### config.mk
export PLATFORM = sky130hd
export DESIGN_NAME = seg7_scan_driver_flat
export DESIGN_NICKNAME = d
export VERILOG_FILES = /design/src/rtl/seg7_pkg.sv /design/src/rtl/seg7_scan_driver_if.sv /design/src/rtl/seg7_font_rom.sv /design/src/rtl/seg7_scan_driver.sv /design/src/flat_wrapper.sv
export SDC_FILE = /design/constraint.sdc
export NUM_CORES = 1
export LEC_CHECK = 0
export CORE_ASPECT_RATIO = 1.75
export CORE_MARGIN = 10
export CORE_UTILIZATION = 50
export DETAILED_ROUTE_END_ITERATION = 16
export PLACE_DENSITY_LB_ADDON = 0.08
export SLEW_MARGIN = 20
export SYNTH_ARGS = -nofsm -noshare
export SYNTH_HDL_FRONTEND = slang
export SYNTH_SLANG_ARGS = --single-unit
### constraint.sdc
create_clock -name clk -period 2.5 [get_ports clk]
set_clock_uncertainty 0.2 [all_clocks]
set_input_delay 0.25 -clock clk [delete_from_list [all_inputs] [get_ports clk]]
set_output_delay 0.25 -clock clk [all_outputs]
set_load 0.02 [all_outputs]
### src/rtl/seg7_pkg.sv
// Shared types and the active-low seven-segment font for the scan driver.
package seg7_pkg;

  typedef logic [6:0] seg7_t;
  typedef logic [3:0] nibble_t;

  localparam seg7_t SEG_OFF = 7'h7F;

  // Active-low patterns, bit0=a .. bit6=g, indexed by hex digit
  localparam seg7_t FONT [16] = '{
    7'h40, 7'h79, 7'h24, 7'h30, 7'h19, 7'h12, 7'h02, 7'h78,
    7'h00, 7'h10, 7'h08, 7'h03, 7'h46, 7'h21, 7'h06, 7'h0E
  };

  function automatic seg7_t font_of(nibble_t nib);
    return FONT[nib];
  endfunction

endpackage

### src/rtl/seg7_scan_driver_if.sv
// Value/load input bundle and display pin outputs of the seven-segment scan driver.
interface seg7_scan_driver_if
  import seg7_pkg::*;
#(
  parameter int unsigned NUM_DIGITS = 4
) ();

  logic [4*NUM_DIGITS-1:0] value;
  logic                    load;
  seg7_t                   seg;
  logic [NUM_DIGITS-1:0]   an;
  logic                    frame_tick;

  modport master (
    output value, load,
    input  seg, an, frame_tick
  );

  modport slave (
    input  value, load,
    output seg, an, frame_tick
  );

endinterface

### src/rtl/seg7_font_rom.sv
// Combinational nibble-to-segment lookup, active-low.
module seg7_font_rom
  import seg7_pkg::*;
(
  input  nibble_t nib,
  output seg7_t   seg_c
);

  assign seg_c = font_of(nib);

endmodule

### src/rtl/seg7_scan_driver.sv
// Time-multiplexed common-anode seven-segment driver with frame-boundary double buffering.
// Optional leading-zero blanking is built when SEG7_LZB_EN is defined.
module seg7_scan_driver
  import seg7_pkg::*;
#(
  parameter int unsigned NUM_DIGITS   = 4,
  parameter int unsigned CLK_DIV      = 50000,
  parameter int unsigned GUARD_CYCLES = 2
) (
  input  logic                clk,
  input  logic                reset,
  seg7_scan_driver_if.slave   bus
);

  localparam int unsigned PW = (CLK_DIV > 1) ? $clog2(CLK_DIV) : 1;
  localparam int unsigned IW = (NUM_DIGITS > 1) ? $clog2(NUM_DIGITS) : 1;
  localparam int unsigned VW = 4 * NUM_DIGITS;

  logic [PW-1:0]         pcnt_q, pcnt_d;
  logic [IW-1:0]         idx_q, idx_d;
  logic [VW-1:0]         stg_q, stg_d;
  logic [VW-1:0]         disp_q, disp_d;
  logic                  pend_q, pend_d;
  seg7_t                 seg_q, seg_d;
  logic [NUM_DIGITS-1:0] an_q, an_d;
  logic                  frame_tick_q, frame_tick_d;

  logic                  tc_c;
  logic                  last_idx_c;
  logic                  boundary_c;
  logic                  guard_c;
  nibble_t               sel_nib_c;
  seg7_t                 font_seg_c;

`ifdef SEG7_LZB_EN
  logic [NUM_DIGITS-1:0] lz_blank_c;
  logic                  zero_run_c;
  logic                  sel_blank_c;

  // A digit blanks when it and every more-significant nibble are zero; digit 0 always shows
  always_comb begin
    zero_run_c = 1'b1;
    lz_blank_c = '0;
    for (int i = int'(NUM_DIGITS) - 1; i >= 0; i--) begin
      zero_run_c    = zero_run_c && (disp_q[4*i +: 4] == 4'h0);
      lz_blank_c[i] = (i != 0) && zero_run_c;
    end
  end
`endif

  // Prescaler, digit index and double-buffered value registers
  always_comb begin
    tc_c       = (pcnt_q == PW'(CLK_DIV - 1));
    last_idx_c = (idx_q == IW'(NUM_DIGITS - 1));
    boundary_c = tc_c && last_idx_c;

    pcnt_d = tc_c ? '0 : pcnt_q + PW'(1);
    idx_d  = idx_q;
    if (tc_c) begin
      idx_d = last_idx_c ? '0 : idx_q + IW'(1);
    end

    stg_d  = stg_q;
    pend_d = pend_q;
    disp_d = disp_q;
    if (bus.load) begin
      stg_d  = bus.value;
      pend_d = 1'b1;
    end
    // A load coinciding with the boundary bypasses staging so it is not lost a frame
    if (boundary_c) begin
      if (bus.load) begin
        disp_d = bus.value;
      end else if (pend_q) begin
        disp_d = stg_q;
      end
      pend_d = 1'b0;
    end
  end

  // Pick the nibble (and its blank flag) for the digit currently being scanned
  always_comb begin
    sel_nib_c = '0;
`ifdef SEG7_LZB_EN
    sel_blank_c = 1'b0;
`endif
    for (int i = 0; i < int'(NUM_DIGITS); i++) begin
      if (idx_q == IW'(i)) begin
        sel_nib_c = disp_q[4*i +: 4];
`ifdef SEG7_LZB_EN
        sel_blank_c = lz_blank_c[i];
`endif
      end
    end
  end

  seg7_font_rom u_font (
    .nib   (sel_nib_c),
    .seg_c (font_seg_c)
  );

  // Output next-state: anodes dark during the guard window to suppress ghosting
  always_comb begin
    guard_c = (pcnt_q < PW'(GUARD_CYCLES));
    an_d    = '1;
    for (int i = 0; i < int'(NUM_DIGITS); i++) begin
      an_d[i] = guard_c || (idx_q != IW'(i));
    end
`ifdef SEG7_LZB_EN
    seg_d = sel_blank_c ? SEG_OFF : font_seg_c;
`else
    seg_d = font_seg_c;
`endif
    frame_tick_d = (pcnt_q == '0) && (idx_q == '0);
  end

  always_ff @(posedge clk or posedge reset) begin
    if (reset) begin
      pcnt_q       <= '0;
      idx_q        <= '0;
      stg_q        <= '0;
      disp_q       <= '0;
      pend_q       <= 1'b0;
      seg_q        <= SEG_OFF;
      an_q         <= '1;
      frame_tick_q <= 1'b0;
    end else begin
      pcnt_q       <= pcnt_d;
      idx_q        <= idx_d;
      stg_q        <= stg_d;
      disp_q       <= disp_d;
      pend_q       <= pend_d;
      seg_q        <= seg_d;
      an_q         <= an_d;
      frame_tick_q <= frame_tick_d;
    end
  end

  assign bus.seg        = seg_q;
  assign bus.an         = an_q;
  assign bus.frame_tick = frame_tick_q;

endmodule
### src/flat_wrapper.sv
// flat-port wrapper written by rule: the top's interface ports become plain ports
module seg7_scan_driver_flat import seg7_pkg::*;
#(
  parameter int unsigned NUM_DIGITS   = 4,
  parameter int unsigned CLK_DIV      = 50000,
  parameter int unsigned GUARD_CYCLES = 2
)
  (clk, reset, bus_value, bus_load, bus_seg, bus_an, bus_frame_tick);
  seg7_scan_driver_if #(.NUM_DIGITS(NUM_DIGITS)) bus_i ();
  input  logic clk;
  input  logic reset;
  input wire logic [$bits(bus_i.value)-1:0] bus_value;
  input wire logic [$bits(bus_i.load)-1:0] bus_load;
  output wire logic [$bits(bus_i.seg)-1:0] bus_seg;
  output wire logic [$bits(bus_i.an)-1:0] bus_an;
  output wire logic [$bits(bus_i.frame_tick)-1:0] bus_frame_tick;
  assign bus_i.value = bus_value;
  assign bus_i.load = bus_load;
  assign bus_seg = bus_i.seg;
  assign bus_an = bus_i.an;
  assign bus_frame_tick = bus_i.frame_tick;
  seg7_scan_driver #(.NUM_DIGITS(NUM_DIGITS), .CLK_DIV(CLK_DIV), .GUARD_CYCLES(GUARD_CYCLES)) u_core (.clk(clk), .reset(reset), .bus(bus_i));
endmodule
==> qor.txt <==
====================================================================================
Pin count of the biggest net entering global routing                              64
Synth Register Bits                                                               63
Detail Route Antenna Nets                                                          0
First-iteration detailed-routing DRC count                                        82
Drt pass-1 iters                                                                   4
Diodes inserted                                                                    0
Maximum operating frequency                                                0.420 GHz
Setup fix buffers added after clock tree synthesis                                 0
Vias                                                                            1860
Count of fill cells added during filler insertion                                485
Vias in the first global route                                                  1985
Kind of start point of the critical path                                    register
Kind of capture point of the worst setup path                               register
CTS Sinks                                                                         63
Combined area of the multi-input logic cells                                1210 um2
Met3 track utilization from global routing                                     3.04%
Final RePlAce weighted congestion                                              0.798
Max_cap viols                                                                      0
Final wirelength                                                             5.51 mm
Met2 routing resource usage after global routing                               22.6%
Result of the run                                                       finished, final reports clean
PostCTS Resize Cnt                                                                 0
Cts bufs inserted                                                                  9
Die area                                                                    9410 um2
Count of input and output buffers                                                 30
CTS tree                                                                         yes
Vertical extent of the die                                                    121 um
Post-route clock period utilization                                            95.1%
Starting density of the core                                                   51.8%
Worst setup path class                                                  register to register
Final count of hold timing violations                                              0
First-pass GRT wire length                                                   9.43 mm
Via-to-Cell Ratio                                                               5.11
Asr flop ratio synth                                                            100%
Clock buffer depth                                                                 2
Share of post-route cells with drive strength above 1                          23.6%
Final setup viols                                                                  0
Ports placed on the boundary                                                      31
Syn nets                                                                         271
Setup repair after global routing missed its margin                               no
Routed length per instance                                                   15.1 um
Clock transition at path regs                                                0.06 ns
Signal arrival time at the worst endpoint                                    2.40 ns
Total grt overflow                                                                 0
Cell variety after synth                                                          33
Later-pin clock latency in the skew report                                   0.34 ns
Share of the yosys chip area belonging to registers                            54.5%
Max-slew violation total from the final report                                     0
Main synth FF type                                                      sky130_fd_sc_hd__dfrtp_1
Global route hottest layer                                                      met2
Post-route DRC violation count                                                     0
Total core area                                                             5630 um2
Min-Delay Path Class                                                    input pin to async pin
Worst EP required                                                            2.52 ns
Post-Syn Area per Cell                                                      12.2 um2
Number of H-tree levels                                                            3
Cell Area, Synth                                                            2920 um2
LEAKAGE                                                                      1.60 nW
Worst slew margin relative to its limit                                        59.8%
Clock root cell                                                         sky130_fd_sc_hd__clkbuf_8
Storage cell area                                                           1590 um2
Final Hold Slack                                                           0.0857 ns
Shortest period the worst path allows                                        2.38 ns
Placed wire-length estimate                                                  4.10 mm
Worst-path fanout max                                                             16
Worst-margin pin slew                                                       0.601 ns
Layout Nets                                                                      314
Total number of yosys warnings                                                     0
Row Count                                                                         36
Number of buffers inserted for hold repair after clock tree synthesis              0
Overall routing resource usage                                                 12.8%
GR met1 Demand/Resource                                                        13.0%
Gate count of the mapped netlist                                                 240
Number of flops mapped to enable cells by yosys                                    0
Die Span X                                                                   77.7 um
Worst-case vdd ir drop                                                        330 uV
Initial antenna violation count                                                    0
Area growth syn-to-layout                                                      19.9%
Total negative slack for setup checks                                           0 ns
Total power divided by cell area                                          570 nW/um2
====================================================================================
-- cell type report --
cell class,instances,area share (%)
sequential,63,45.4
clock buffer,15,4.47
multi-input combinational,156,34.6
timing repair buffer,40,11.2
inverter,13,1.39
tap,76,2.72
clock inverter,1,0.143
-- per-layer routing --
metal	up-vias	wire, um
met3	15	146
met1	914	2110
met4	0	164
li1	908	-
met2	23	3090
met5	-	0
-- logic make-up after synthesis --
logic type | Yosys count | share of synthesized area [%]
fa+ha+maj | 12 | 5.15
flops | 63 | 54.5
buf+inv | 21 | 4.03
xor+xnor | 15 | 4.50
compound gates | 21 | 4.63
simple gates | 69 | 11.1
mux | 39 | 16.0
-- sequential cells by signal, indices dropped and copies added (netlist names) --
| name | flops |
|---|---|
| u_core.pend_q | 1 |
| u_core.bus.frame_tick | 1 |
| u_core.pcnt_q | 16 |
| u_core.idx_q | 2 |
| u_core.disp_q | 16 |
| u_core.bus.seg | 7 |
| u_core.stg_q | 16 |
| u_core.bus.an | 4 |
-- power breakdown --
| part | internal [mW] | switching [mW] | leakage (nW) |
|---|---|---|---|
| combinational | 0.0931 | 0.0776 | 0.741 |
| sequential | 1.07 | 0.0129 | 0.777 |
| clock | 0.387 | 0.357 | 0.0817 |
| total | 1.55 | 0.447 | 1.60 |
-- per-stage QoR --
| stage | power [mW] | instances | worst slack (ns) | area, um2 | utilization (%) |
|---|---|---|---|---|---|
| 2_1_floorplan | 1.20 | 240 | 0.109 | 2920 | - |
| 3_3_place_gp | 1.27 | 348 | 0.122 | 3330 | 59.2 |
| 3_5_place_dp | 1.27 | 348 | 0.0762 | 3330 | 59.2 |
| 4_1_cts | 2.02 | 364 | 0.0715 | 3490 | 62.0 |
| 5_1_grt | 2.08 | 364 | 0.00746 | 3500 | 62.2 |
| 6_report | 2.00 | 364 | 0.122 | 3500 | 62.2 |
-- final timing paths --
check	start	to	slack (ns)	cells past startpoint
setup / recovery	u_core.pcnt_q[0]$_DFF_PP0_	u_core.disp_q[15]$_DFFE_PP0P_	0.12	6
hold / removal	reset	u_core.pcnt_q[1]$_DFF_PP0_	0.09	3
setup reg to reg	u_core.pcnt_q[0]$_DFF_PP0_	u_core.disp_q[15]$_DFFE_PP0P_	0.12	6
hold reg to reg	u_core.pcnt_q[0]$_DFF_PP0_	u_core.pcnt_q[0]$_DFF_PP0_	0.26	1
max in group asynchronous	reset	u_core.bus.seg[4]$_DFF_PP1_	1.71	3
min in group clk	u_core.pcnt_q[0]$_DFF_PP0_	u_core.pcnt_q[0]$_DFF_PP0_	0.26	1
-- worst max-delay path: stages, from the launching register on --
cell	delay, ns
sky130_fd_sc_hd__dfrtp_1	0.37
sky130_fd_sc_hd__ha_2	0.21
sky130_fd_sc_hd__inv_1	0.05
sky130_fd_sc_hd__or4_1	0.50
sky130_fd_sc_hd__or4_1	0.42
sky130_fd_sc_hd__buf_6	0.19
sky130_fd_sc_hd__mux2_4	0.30
-- cells in the mapped netlist, drive strengths merged, types with 2 or more instances --
library cell / number / area, um2
a21oi: 4 / 20.0
a22oi: 2 / 15.0
and3: 2 / 12.5
buf: 5 / 57.6
clkbuf: 3 / 11.3
dfrtp: 52 / 1300
dfstp: 11 / 289
ha: 12 / 150
inv: 13 / 48.8
mux2: 32 / 398
mux2i: 7 / 70.1
nand2: 22 / 82.6
nand2b: 3 / 18.8
nand3: 8 / 45.0
nand4: 3 / 18.8
nor2: 18 / 67.6
nor2b: 2 / 12.5
nor3: 3 / 15.0
nor4: 4 / 25.0
o211ai: 4 / 30.0
o21ai: 5 / 25.0
o22ai: 4 / 25.0
or4: 2 / 15.0
xnor2: 5 / 43.8
xor2: 10 / 87.6
-- cells in the final DEF (no fill, tap or decap), types with 2 or more instances in the layout --
| cell type | instances |
|---|---|
| sky130_fd_sc_hd__nand2_1 | 22 |
| sky130_fd_sc_hd__nand2b_1 | 3 |
| sky130_fd_sc_hd__nand3_1 | 7 |
| sky130_fd_sc_hd__nor2b_1 | 2 |
| sky130_fd_sc_hd__nor4_1 | 4 |
| sky130_fd_sc_hd__xor2_1 | 10 |
| sky130_fd_sc_hd__dfstp_2 | 11 |
| sky130_fd_sc_hd__dfrtp_1 | 52 |
| sky130_fd_sc_hd__nor2_1 | 18 |
| sky130_fd_sc_hd__mux2i_1 | 7 |
| sky130_fd_sc_hd__clkbuf_8 | 10 |
| sky130_fd_sc_hd__or4_1 | 2 |
| sky130_fd_sc_hd__nor3_1 | 3 |
| sky130_fd_sc_hd__o22ai_1 | 4 |
| sky130_fd_sc_hd__o21ai_0 | 5 |
| sky130_fd_sc_hd__inv_1 | 12 |
| sky130_fd_sc_hd__clkbuf_1 | 5 |
| sky130_fd_sc_hd__a21oi_1 | 4 |
| sky130_fd_sc_hd__a22oi_1 | 2 |
| sky130_fd_sc_hd__mux2_4 | 10 |
| sky130_fd_sc_hd__buf_4 | 8 |
| sky130_fd_sc_hd__mux2_2 | 22 |
| sky130_fd_sc_hd__clkdlybuf4s50_1 | 30 |
| sky130_fd_sc_hd__ha_1 | 11 |
| sky130_fd_sc_hd__xnor2_1 | 5 |
| sky130_fd_sc_hd__o211ai_1 | 4 |
| sky130_fd_sc_hd__and3_1 | 2 |
| sky130_fd_sc_hd__nand4_1 | 3 |
(Power assumes the default switching activity.)
